<file path="src/rtl/ssd_scan_mux_if.sv">
// Digit-content and pin bundle between game-status glue (master) and the SSD scan controller (slave).
interface ssd_scan_mux_if #(
  parameter int unsigned N_DIGITS = 8
);
  localparam int unsigned CUR_W = (N_DIGITS > 1) ? $clog2(N_DIGITS) : 1;

  logic [5*N_DIGITS-1:0] digits;
  logic [N_DIGITS-1:0]   blank_mask;
  logic [N_DIGITS-1:0]   dp_mask;
  logic [N_DIGITS-1:0]   blink_mask;
  logic                  update;
  logic                  update_ack;
  logic                  frame_done;
  logic [CUR_W-1:0]      cur_digit;
  logic [N_DIGITS-1:0]   An;
  logic [7:0]            Cathodes;

  modport master (
    output digits, blank_mask, dp_mask, blink_mask, update,
    input  update_ack, frame_done, cur_digit, An, Cathodes
  );

  modport slave (
    input  digits, blank_mask, dp_mask, blink_mask, update,
    output update_ack, frame_done, cur_digit, An, Cathodes
  );
endinterface

</file>
<file path="src/rtl/ssd_scan_mux.sv">
// N-digit seven-segment scan controller with frame-synchronised shadow update and anode guard time.
// Optional blink support is built when SSD_BLINK_EN is defined.
module ssd_scan_mux #(
  parameter int unsigned N_DIGITS  = 8,
  parameter int unsigned SCAN_DIV  = 17,
  parameter int unsigned GUARD_CYC = 4,
  parameter int unsigned BLINK_DIV = 26
) (
  input  logic          Clk,
  input  logic          Reset,
  ssd_scan_mux_if.slave bus
);
  localparam int unsigned CUR_W    = (N_DIGITS > 1) ? $clog2(N_DIGITS) : 1;
  localparam int unsigned LAST     = N_DIGITS - 1;
  localparam logic [4:0]  CODE_OFF = 5'b10000;

  // Scan control state
  logic [SCAN_DIV-1:0] presc_q, presc_d;
  logic [CUR_W-1:0]    cur_q, cur_d;
  logic                pending_q, pending_d;
  logic                tick, wrap, load;

  // Shadow (displayed) content
  logic [4:0]          code_q [N_DIGITS];
  logic [N_DIGITS-1:0] blank_q, dp_q;

  // Registered pins and pulses
  logic [N_DIGITS-1:0] an_q, an_d;
  logic [7:0]          cat_q, cat_d;
  logic                ack_q, fd_q;

  logic                guard_ok;
  logic                blink_off;
  logic [4:0]          cur_code;

  // Segment pattern {a,b,c,d,e,f,g}, 0 = segment on
  function automatic logic [6:0] seg_decode(input logic [4:0] code);
    logic [6:0] seg;
    seg = 7'b1111111;
    case (code)
      5'h00: seg = 7'b0000001;
      5'h01: seg = 7'b1001111;
      5'h02: seg = 7'b0010010;
      5'h03: seg = 7'b0000110;
      5'h04: seg = 7'b1001100;
      5'h05: seg = 7'b0100100;
      5'h06: seg = 7'b0100000;
      5'h07: seg = 7'b0001111;
      5'h08: seg = 7'b0000000;
      5'h09: seg = 7'b0000100;
      5'h0A: seg = 7'b0001000;
      5'h0B: seg = 7'b1100000;
      5'h0C: seg = 7'b0110001;
      5'h0D: seg = 7'b1000010;
      5'h0E: seg = 7'b0110000;
      5'h0F: seg = 7'b0111000;
      5'h11: seg = 7'b1000100;
      5'h12: seg = 7'b0000010;
      5'h13: seg = 7'b1110001;
      default: seg = 7'b1111111;
    endcase
    return seg;
  endfunction

  // Anodes stay dark for the first GUARD_CYC cycles of each slot
  if (GUARD_CYC == 0) begin : g_no_guard
    assign guard_ok = 1'b1;
  end else begin : g_guard
    assign guard_ok = (presc_q >= SCAN_DIV'(GUARD_CYC));
  end

`ifdef SSD_BLINK_EN
  logic [BLINK_DIV-1:0] blink_cnt_q;
  logic [N_DIGITS-1:0]  blink_sh_q;

  // Free-running blink timebase; shadow blink mask follows the frame-synchronous load
  always_ff @(posedge Clk) begin
    if (Reset) begin
      blink_cnt_q <= '0;
      blink_sh_q  <= '0;
    end else begin
      blink_cnt_q <= blink_cnt_q + BLINK_DIV'(1);
      if (load) blink_sh_q <= bus.blink_mask;
    end
  end

  assign blink_off = blink_cnt_q[BLINK_DIV-1] && blink_sh_q[cur_q];
`else
  logic unused_blink;
  assign unused_blink = ^{bus.blink_mask, 1'(BLINK_DIV)};
  assign blink_off    = 1'b0;
`endif

  assign cur_code = code_q[cur_q];

  // Next-state and next-output logic
  always_comb begin
    presc_d   = presc_q + SCAN_DIV'(1);
    cur_d     = cur_q;
    tick      = &presc_q;
    wrap      = tick && (cur_q == CUR_W'(LAST));
    load      = wrap && (pending_q || bus.update);
    pending_d = (pending_q || bus.update) && !load;
    an_d      = '1;
    cat_d     = 8'hFF;

    if (tick) begin
      cur_d = wrap ? '0 : cur_q + CUR_W'(1);
    end

    if (guard_ok) begin
      an_d = ~(N_DIGITS'(1) << cur_q);
    end

    if (!blank_q[cur_q] && !blink_off) begin
      cat_d = {seg_decode(cur_code), ~dp_q[cur_q]};
    end
  end

  // Scan control registers
  always_ff @(posedge Clk) begin
    if (Reset) begin
      presc_q   <= '0;
      cur_q     <= '0;
      pending_q <= 1'b0;
    end else begin
      presc_q   <= presc_d;
      cur_q     <= cur_d;
      pending_q <= pending_d;
    end
  end

  // Shadow registers load only at the frame wrap, so a frame is never torn
  always_ff @(posedge Clk) begin
    if (Reset) begin
      for (int k = 0; k < int'(N_DIGITS); k++) code_q[k] <= CODE_OFF;
      blank_q <= '0;
      dp_q    <= '0;
    end else if (load) begin
      for (int k = 0; k < int'(N_DIGITS); k++) code_q[k] <= bus.digits[5*k +: 5];
      blank_q <= bus.blank_mask;
      dp_q    <= bus.dp_mask;
    end
  end

  // Output pipeline stage
  always_ff @(posedge Clk) begin
    if (Reset) begin
      an_q  <= '1;
      cat_q <= 8'hFF;
      ack_q <= 1'b0;
      fd_q  <= 1'b0;
    end else begin
      an_q  <= an_d;
      cat_q <= cat_d;
      ack_q <= load;
      fd_q  <= wrap;
    end
  end

  assign bus.An         = an_q;
  assign bus.Cathodes   = cat_q;
  assign bus.update_ack = ack_q;
  assign bus.frame_done = fd_q;
  assign bus.cur_digit  = cur_q;
endmodule

</file>
<file path="src/flat_wrapper.sv">
// flat-port wrapper written by rule: the top's interface ports become plain ports
module ssd_scan_mux_flat 
#(
  parameter int unsigned N_DIGITS  = 8,
  parameter int unsigned SCAN_DIV  = 17,
  parameter int unsigned GUARD_CYC = 4,
  parameter int unsigned BLINK_DIV = 26
)
  (Clk, Reset, bus_digits, bus_blank_mask, bus_dp_mask, bus_blink_mask, bus_update, bus_update_ack, bus_frame_done, bus_cur_digit, bus_An, bus_Cathodes);
  ssd_scan_mux_if #(.N_DIGITS(N_DIGITS)) bus_i ();
  input  logic Clk;
  input  logic Reset;
  input wire logic [$bits(bus_i.digits)-1:0] bus_digits;
  input wire logic [$bits(bus_i.blank_mask)-1:0] bus_blank_mask;
  input wire logic [$bits(bus_i.dp_mask)-1:0] bus_dp_mask;
  input wire logic [$bits(bus_i.blink_mask)-1:0] bus_blink_mask;
  input wire logic [$bits(bus_i.update)-1:0] bus_update;
  output wire logic [$bits(bus_i.update_ack)-1:0] bus_update_ack;
  output wire logic [$bits(bus_i.frame_done)-1:0] bus_frame_done;
  output wire logic [$bits(bus_i.cur_digit)-1:0] bus_cur_digit;
  output wire logic [$bits(bus_i.An)-1:0] bus_An;
  output wire logic [$bits(bus_i.Cathodes)-1:0] bus_Cathodes;
  assign bus_i.digits = bus_digits;
  assign bus_i.blank_mask = bus_blank_mask;
  assign bus_i.dp_mask = bus_dp_mask;
  assign bus_i.blink_mask = bus_blink_mask;
  assign bus_i.update = bus_update;
  assign bus_update_ack = bus_i.update_ack;
  assign bus_frame_done = bus_i.frame_done;
  assign bus_cur_digit = bus_i.cur_digit;
  assign bus_An = bus_i.An;
  assign bus_Cathodes = bus_i.Cathodes;
  ssd_scan_mux #(.N_DIGITS(N_DIGITS), .SCAN_DIV(SCAN_DIV), .GUARD_CYC(GUARD_CYC), .BLINK_DIV(BLINK_DIV)) u_core (.Clk(Clk), .Reset(Reset), .bus(bus_i));
endmodule
</file>
<file path="config.mk">
export PLATFORM = sky130hd
export DESIGN_NAME = ssd_scan_mux_flat
export DESIGN_NICKNAME = d
export VERILOG_FILES = /design/src/rtl/ssd_scan_mux_if.sv /design/src/rtl/ssd_scan_mux.sv /design/src/flat_wrapper.sv
export SDC_FILE = /design/constraint.sdc
export NUM_CORES = 1
export LEC_CHECK = 0
export ABC_AREA = 1
export CORE_ASPECT_RATIO = 1.75
export CORE_UTILIZATION = 40
export DETAILED_ROUTE_END_ITERATION = 12
export HOLD_SLACK_MARGIN = 0.02
export SETUP_SLACK_MARGIN = 0.4
export SLEW_MARGIN = 20
export SYNTH_ARGS = -nofsm -noshare
export SYNTH_HDL_FRONTEND = slang
export SYNTH_SLANG_ARGS = --single-unit
</file>
<file path="constraint.sdc">
create_clock -name Clk -period 7.36 [get_ports Clk]
set_input_delay 0.736 -clock Clk [delete_from_list [all_inputs] [get_ports Clk]]
set_output_delay 0.736 -clock Clk [all_outputs]
set_load 0.005 [all_outputs]
</file>
==> results.toml, run 1 <==
[run]
cap_violations = 0

[setup_path]
end_kind = "flip-flop"
worstPathArrival_ns = 3.24
worstPathMaxFanout = 45
worstSetupStartpointType = "flip-flop"
path_class = "flip-flop to flip-flop"
crit_required_ns = 7.33

[pwr]
p_clk_share_pct = 41.3
leakagePower_nw = 2.531
cellPowerDensity_nw_per_um2 = 193.8
ir_worst_vdd_v = 0.0001252
p_sw_w = 0.0002448
p_seq_share_pct = 52.0
comb_power_share_pct = 6.7
swShare_pct = 21.96
intPower_w = 0.0008699

[global_route]
grt_usage_pct = 17.53
antenna_found_initial = 0
grt_first_pass_wirelength_um = 16510
grt_pass1_vias = 3676
grt_overflow_total = 0
grt_max_degree = 46

[synthesis]
synth_cell_type_count = 33
ys_async_sr_fraction_pct = 0
ys_ff_latch = 98
synth-edff-count = 40
yosysSeqAreaShare_pct = 51.51
ys.warnings.count = 0
yosys.area.top_type = "edfxtp_1"
postSynthAreaPerCell_um2 = 8.045
netlist_area_um2 = 4586
synth_cells = 570
netlist.area_leader.share_pct = 26.19
syn_nets = 652
ys_top_cells_by_area = "edfxtp_1, dfxtp_1, nand2_1"
synth_flop_cell = "dfxtp_1"

[detailed_routing]
wirelength_um = 9828
dr_total_vias = 3682
ant_nets = 0
drtIter0Drc = 145
via_per_inst = 4.714
dr.pass1.iters = 4
drc = 0
wl_per_cell_um = 12.58

[clocking]
holdBufCountCts = 0
clock_latency_ns = 0.35
cts.repair.resized = 0
cts_made_buffers = 9
cts.path.max_buffers = 2
clock_sinks = 98
tritoncts = "built"
post_cts_buffers = 0
ctsRootBufferMaster = "clkbuf_16"
clk_pin_slew_ns = 0.07
htreeDepth = 3

[timing]
drv_slew = 0
fmax_mhz = 305.1
holdWs_ns = 0.4616
period_minus_slack_ns = 3.278
hold_viol = 0
rsz0062_at_grt = "false"
setup_tns_ns = 0
max_slew_margin_pct = 30.86
final-setup-viol-count = 0
fin_crit_sh_pct = 44.54
finClkSkew_ns = 0.01007
fin_ws_ns = 4.082
worst_pin_slew_ns = 1.033

[layout]
layout_commonest_cell = "nand2_1"
finalCoreUtilization_pct = 51.50
synthToLayoutAreaGrowth_pct = 25.40
nNetsFinal = 726
most-common-layout-cells = "nand2_1, inv_1, clkdlybuf4s50_1"
antenna_cells = 0
drive_above_1_share_pct = 6.934

[placement]
gp_congestion = 0.8469
portBuffers = 79
post-place-ws_ns = 4.060
dpl.hpwl_um = 7267

[floorplanning]
die_w_um = 82.94
die-area_um2 = 11910
core_region_area_um2 = 11170
rows = 51
pin_count = 88
start_util_pct = 41.06
die_h_um = 143.6

[worst_hold_path]
hold_class = "flip-flop to flip-flop"

[outcome]
status = "completed"
[cell families after synthesis]
kind of cell	after synthesis	synth area share, %
AO/OA/AOI/OAI	40	4.584
XOR/XNOR	3	0.5731
adder cells (fa/ha/maj)	15	4.093
buffers and inverters	111	9.877
flip-flops	98	51.51
AND/OR/NAND/NOR	303	29.36
[state kept, by name (all words and copies together), names as in the netlist, named ones only]
name / cells
u_core.dp_q: 8
u_core.pending_q: 1
u_core.presc_q: 17
u_core.bus.Cathodes: 8
u_core.bus.cur_digit: 3
u_core.bus.frame_done: 1
u_core.blank_q: 8
u_core.code_q: 40
u_core.bus.update_ack: 1
u_core.bus.An: 8
[critical path, stage by stage, from the launching register on]
cell,delay (ns)
dfxtp_1,0.37
ha_1,0.18
nand2_1,0.08
nor3_2,0.28
nand4_1,0.17
nor2_1,0.17
nand2_1,0.09
nor2_1,0.10
ha_1,0.26
nand2_1,0.12
nor2_1,0.14
inv_2,0.14
nand2_2,0.78
[layout make-up]
| class | instances | area (µm²) |
|---|---|---|
| clock buffer | 10 | 250.2 |
| multi-input combinational | 361 | 1773 |
| clock inverter | 6 | 45.04 |
| sequential | 98 | 2362 |
| inverter | 93 | 349.1 |
| tap | 132 | 165.2 |
| timing repair buffer | 81 | 805.8 |
| fill | 1087 | 5416 |
[stage by stage]
stage	cell area, µm²	power [W]	instances
3_5_place_dp	5455	0.0006680	765
2_1_floorplan	4586	0.0006249	570
6_report	5751	0.001115	781
5_1_grt	5751	0.001155	781
4_1_cts	5751	0.001126	781
3_3_place_gp	5455	0.0006671	765
[layer usage]
layer  GRT usage, %  routed length, µm  vias to the layer above
met1          17.88               3662                     1663
li1               -                  -                     1929
met3          3.217                384                       17
met4          7.078                207                        0
met5              0                  0                        -
met2          34.60               5574                       73
[synthesized netlist by cell type (2+ instances only)]
| cell | n |
|---|---|
| a21oi_1 | 22 |
| buf_2 | 8 |
| buf_6 | 3 |
| clkbuf_1 | 6 |
| dfxtp_1 | 58 |
| edfxtp_1 | 40 |
| ha_1 | 15 |
| inv_1 | 83 |
| inv_2 | 10 |
| nand2_1 | 158 |
| nand2_2 | 3 |
| nand3_1 | 54 |
| nand3_2 | 4 |
| nand3_4 | 2 |
| nand3b_1 | 2 |
| nand4_1 | 3 |
| nor2_1 | 57 |
| nor3_1 | 5 |
| nor4_1 | 3 |
| o21ai_0 | 13 |
| or2_1 | 6 |
| or2_2 | 2 |
| xor2_1 | 3 |
[power groups by stage]
stage	registers [W]	clock network (W)	logic, W
floorplan	0.000592	0	0.0000330
global placement	0.000592	0	0.0000749
detailed placement	0.000592	0	0.0000755
CTS	0.000580	0.000470	0.0000757
global route	0.000581	0.000490	0.0000830
finish	0.000580	0.000460	0.0000746
[worst paths after layout]
kind                                                   start                                end  slack [ns]  cells past startpoint
worst max-delay path            u_core.presc_q[0]$_SDFF_PP0_  u_core.code_q[5][0]$_SDFFCE_PN0P_        4.08                     12
worst min-delay path            u_core.presc_q[0]$_SDFF_PP0_       u_core.presc_q[0]$_SDFF_PP0_        0.46                      1
worst max register to register  u_core.presc_q[0]$_SDFF_PP0_  u_core.code_q[5][0]$_SDFFCE_PN0P_        4.08                     12
worst min register to register  u_core.presc_q[0]$_SDFF_PP0_       u_core.presc_q[0]$_SDFF_PP0_        0.46                      1
Power figures use the tool's default switching activity.
==> inputs of run 2 (changes only) <==
Settings changed: PLACE_DENSITY set to 0.67.
Clock period 7.36 ns to 2.7 ns, I/O delays scaled along.
==> run 2 against run 1 <==
Net effect: highest routed layer unchanged; clock skew fell by 0.0030 ns; die area did not move; first-iteration DRC count did not move; clock-buffer cell count fell by 1; final cell count rose by 2.4%; utilization rose by 2.6 points; sequential power rose to 2.7 times the previous value; register-to-register slack got worse by 3.7 ns; clock power rose to 2.6 times the previous value; non-clock buffer count rose by 19; worst hold slack got worse by 0.016 ns; critical path depth rose by 1.
==> results.toml, run 2 (synthesized netlist as in run 1, its figures left out) <==
[outcome]
status = "completed"

[placement]
dpl.hpwl_um = 7331
portBuffers = 79
gp_congestion = 0.8852

[layout]
nNetsFinal = 745
top_regs = "u_core.code_q x40, u_core.presc_q x17"
most-common-layout-cells = "nand2_1, inv_1, clkdlybuf4s50_1"
finalCoreUtilization_pct = 54.07
synthToLayoutAreaGrowth_pct = 31.68
layout_commonest_cell = "nand2_1"
largest_reg_flops = 40
nFillCells = 990
antenna_cells = 0
regMostFlops = "u_core.code_q"
drive_above_1_share_pct = 12.28

[global_route]
grt_pass1_vias = 3704
grt_max_degree = 24
grt_usage_pct = 17.12
grt_first_pass_wirelength_um = 16130
grt_overflow_total = 0
antenna_found_initial = 0

[clocking]
ctsRootBufferMaster = "clkbuf_16"
cts.path.max_buffers = 2
htreeDepth = 3
cts_made_buffers = 9
clk_pin_slew_ns = 0.07
clock_latency_ns = 0.34
clock_sinks = 98
tritoncts = "built"

[setup_path]
critical-path-max-stage-delay_ns = 0.37
worstPathMaxFanout = 11
cp_cell_sequence = "ha_4 > nand2_4 > nor3_4 > nand4_1 > nor2_2 > nand2_1 > nor2_1 > ha_2 > nand2_4 > nor2_4 > inv_4 > nand2_4 > clkbuf_16"
end_kind = "flip-flop"
slowest_stage = "dfxtp_4"
crit_path_frequent_cell = "nand2_4"
crit_required_ns = 2.76
worstSetupStartpointType = "flip-flop"
path_class = "flip-flop to flip-flop"
critical_path.top_delay_family = "simple AND/OR/NAND/NOR gates"
worstPathArrival_ns = 2.39
critPathBufInv = 2

[detailed_routing]
ant_nets = 0
dr.pass1.iters = 4
wl_per_cell_um = 12.53
dr_total_vias = 3834
via_per_inst = 4.793
wirelength_um = 10020
drtIter0Drc = 145
drc = 0

[floorplanning]
rows = 51
die-area_um2 = 11910
pin_count = 88
die_h_um = 143.6
core_region_area_um2 = 11170
die_w_um = 82.94
start_util_pct = 41.06

[timing]
max_slew_margin_pct = 69.73
rsz0062_at_grt = "true"
worst_pin_slew_ns = 0.4535
holdWs_ns = 0.4457
hold_viol = 0
fmax_mhz = 429.6
final-setup-viol-count = 0
period_minus_slack_ns = 2.328
setup_tns_ns = 0
fin_crit_sh_pct = 86.22
finClkSkew_ns = 0.007117
drv_slew = 0

[worst_hold_path]
hold_class = "flip-flop to flip-flop"

[pwr]
ir_worst_vdd_v = 0.0003871
leakagePower_nw = 2.696
total_power_w = 0.003026
cellPowerDensity_nw_per_um2 = 501.2

[run]
cap_violations = 0
[run 2: where the power goes]
group	internal [W]	total, W	switching, W	leakage [nW]
combinational	0.000131	0.000232	0.000101	1.69
sequential	0.00157	0.00158	0.0000119	0.864
clock	0.000639	0.00121	0.000573	0.141
[run 2: cell type report]
cell class | instances | area, µm² | share of cell area, %
Tap cell | 132 | 165.2 | 2.735
Multi-Input combinational cell | 361 | 1844 | 30.54
Clock buffer | 9 | 225.2 | 3.730
Clock inverter | 7 | 57.56 | 0.9532
Timing Repair Buffer | 100 | 1020 | 16.89
Inverter | 93 | 356.6 | 5.906
Sequential cell | 98 | 2370 | 39.25
[run 2: per-stage QoR]
stage               area [µm²]  instances  worst slack, ns
finish                    6038        800           0.3720
global route              6038        800           0.1526
CTS                       5934        795           0.4010
detailed placement        5567        771          0.09909
global placement          5567        771           0.1641
floorplan                 4636        570           0.2837
[run 2: layer usage]
layer / GRT usage, % / share of wire (%) / wire length, µm / vias up
li1: - / - / - / 1972
met2: 32.87 / 57 / 5714 / 97
met1: 17.34 / 37 / 3688 / 1746
met4: 9.528 / 2.8 / 279 / 0
met3: 2.872 / 3.4 / 340 / 19
met5: 0 / 0 / 0 / -
[run 2: path summary, 6_finish.rpt]
path	from	to	slack, ns	cells past startpoint
max reg2reg	u_core.presc_q[0]$_SDFF_PP0_	u_core.code_q[5][0]$_SDFFCE_PN0P_	0.37	13
min	u_core.presc_q[0]$_SDFF_PP0_	u_core.presc_q[0]$_SDFF_PP0_	0.45	1
max	u_core.presc_q[0]$_SDFF_PP0_	u_core.code_q[5][0]$_SDFFCE_PN0P_	0.37	13
min reg2reg	u_core.presc_q[0]$_SDFF_PP0_	u_core.presc_q[0]$_SDFF_PP0_	0.45	1
[run 2: timing repair]
action	4_1_cts	5_1_grt
setup buffers	8	2
hold buffers	0	0
gates cloned	0	3
gates resized for setup	8	11
pin swaps	9	7
endpoints found under the setup margin	87	91
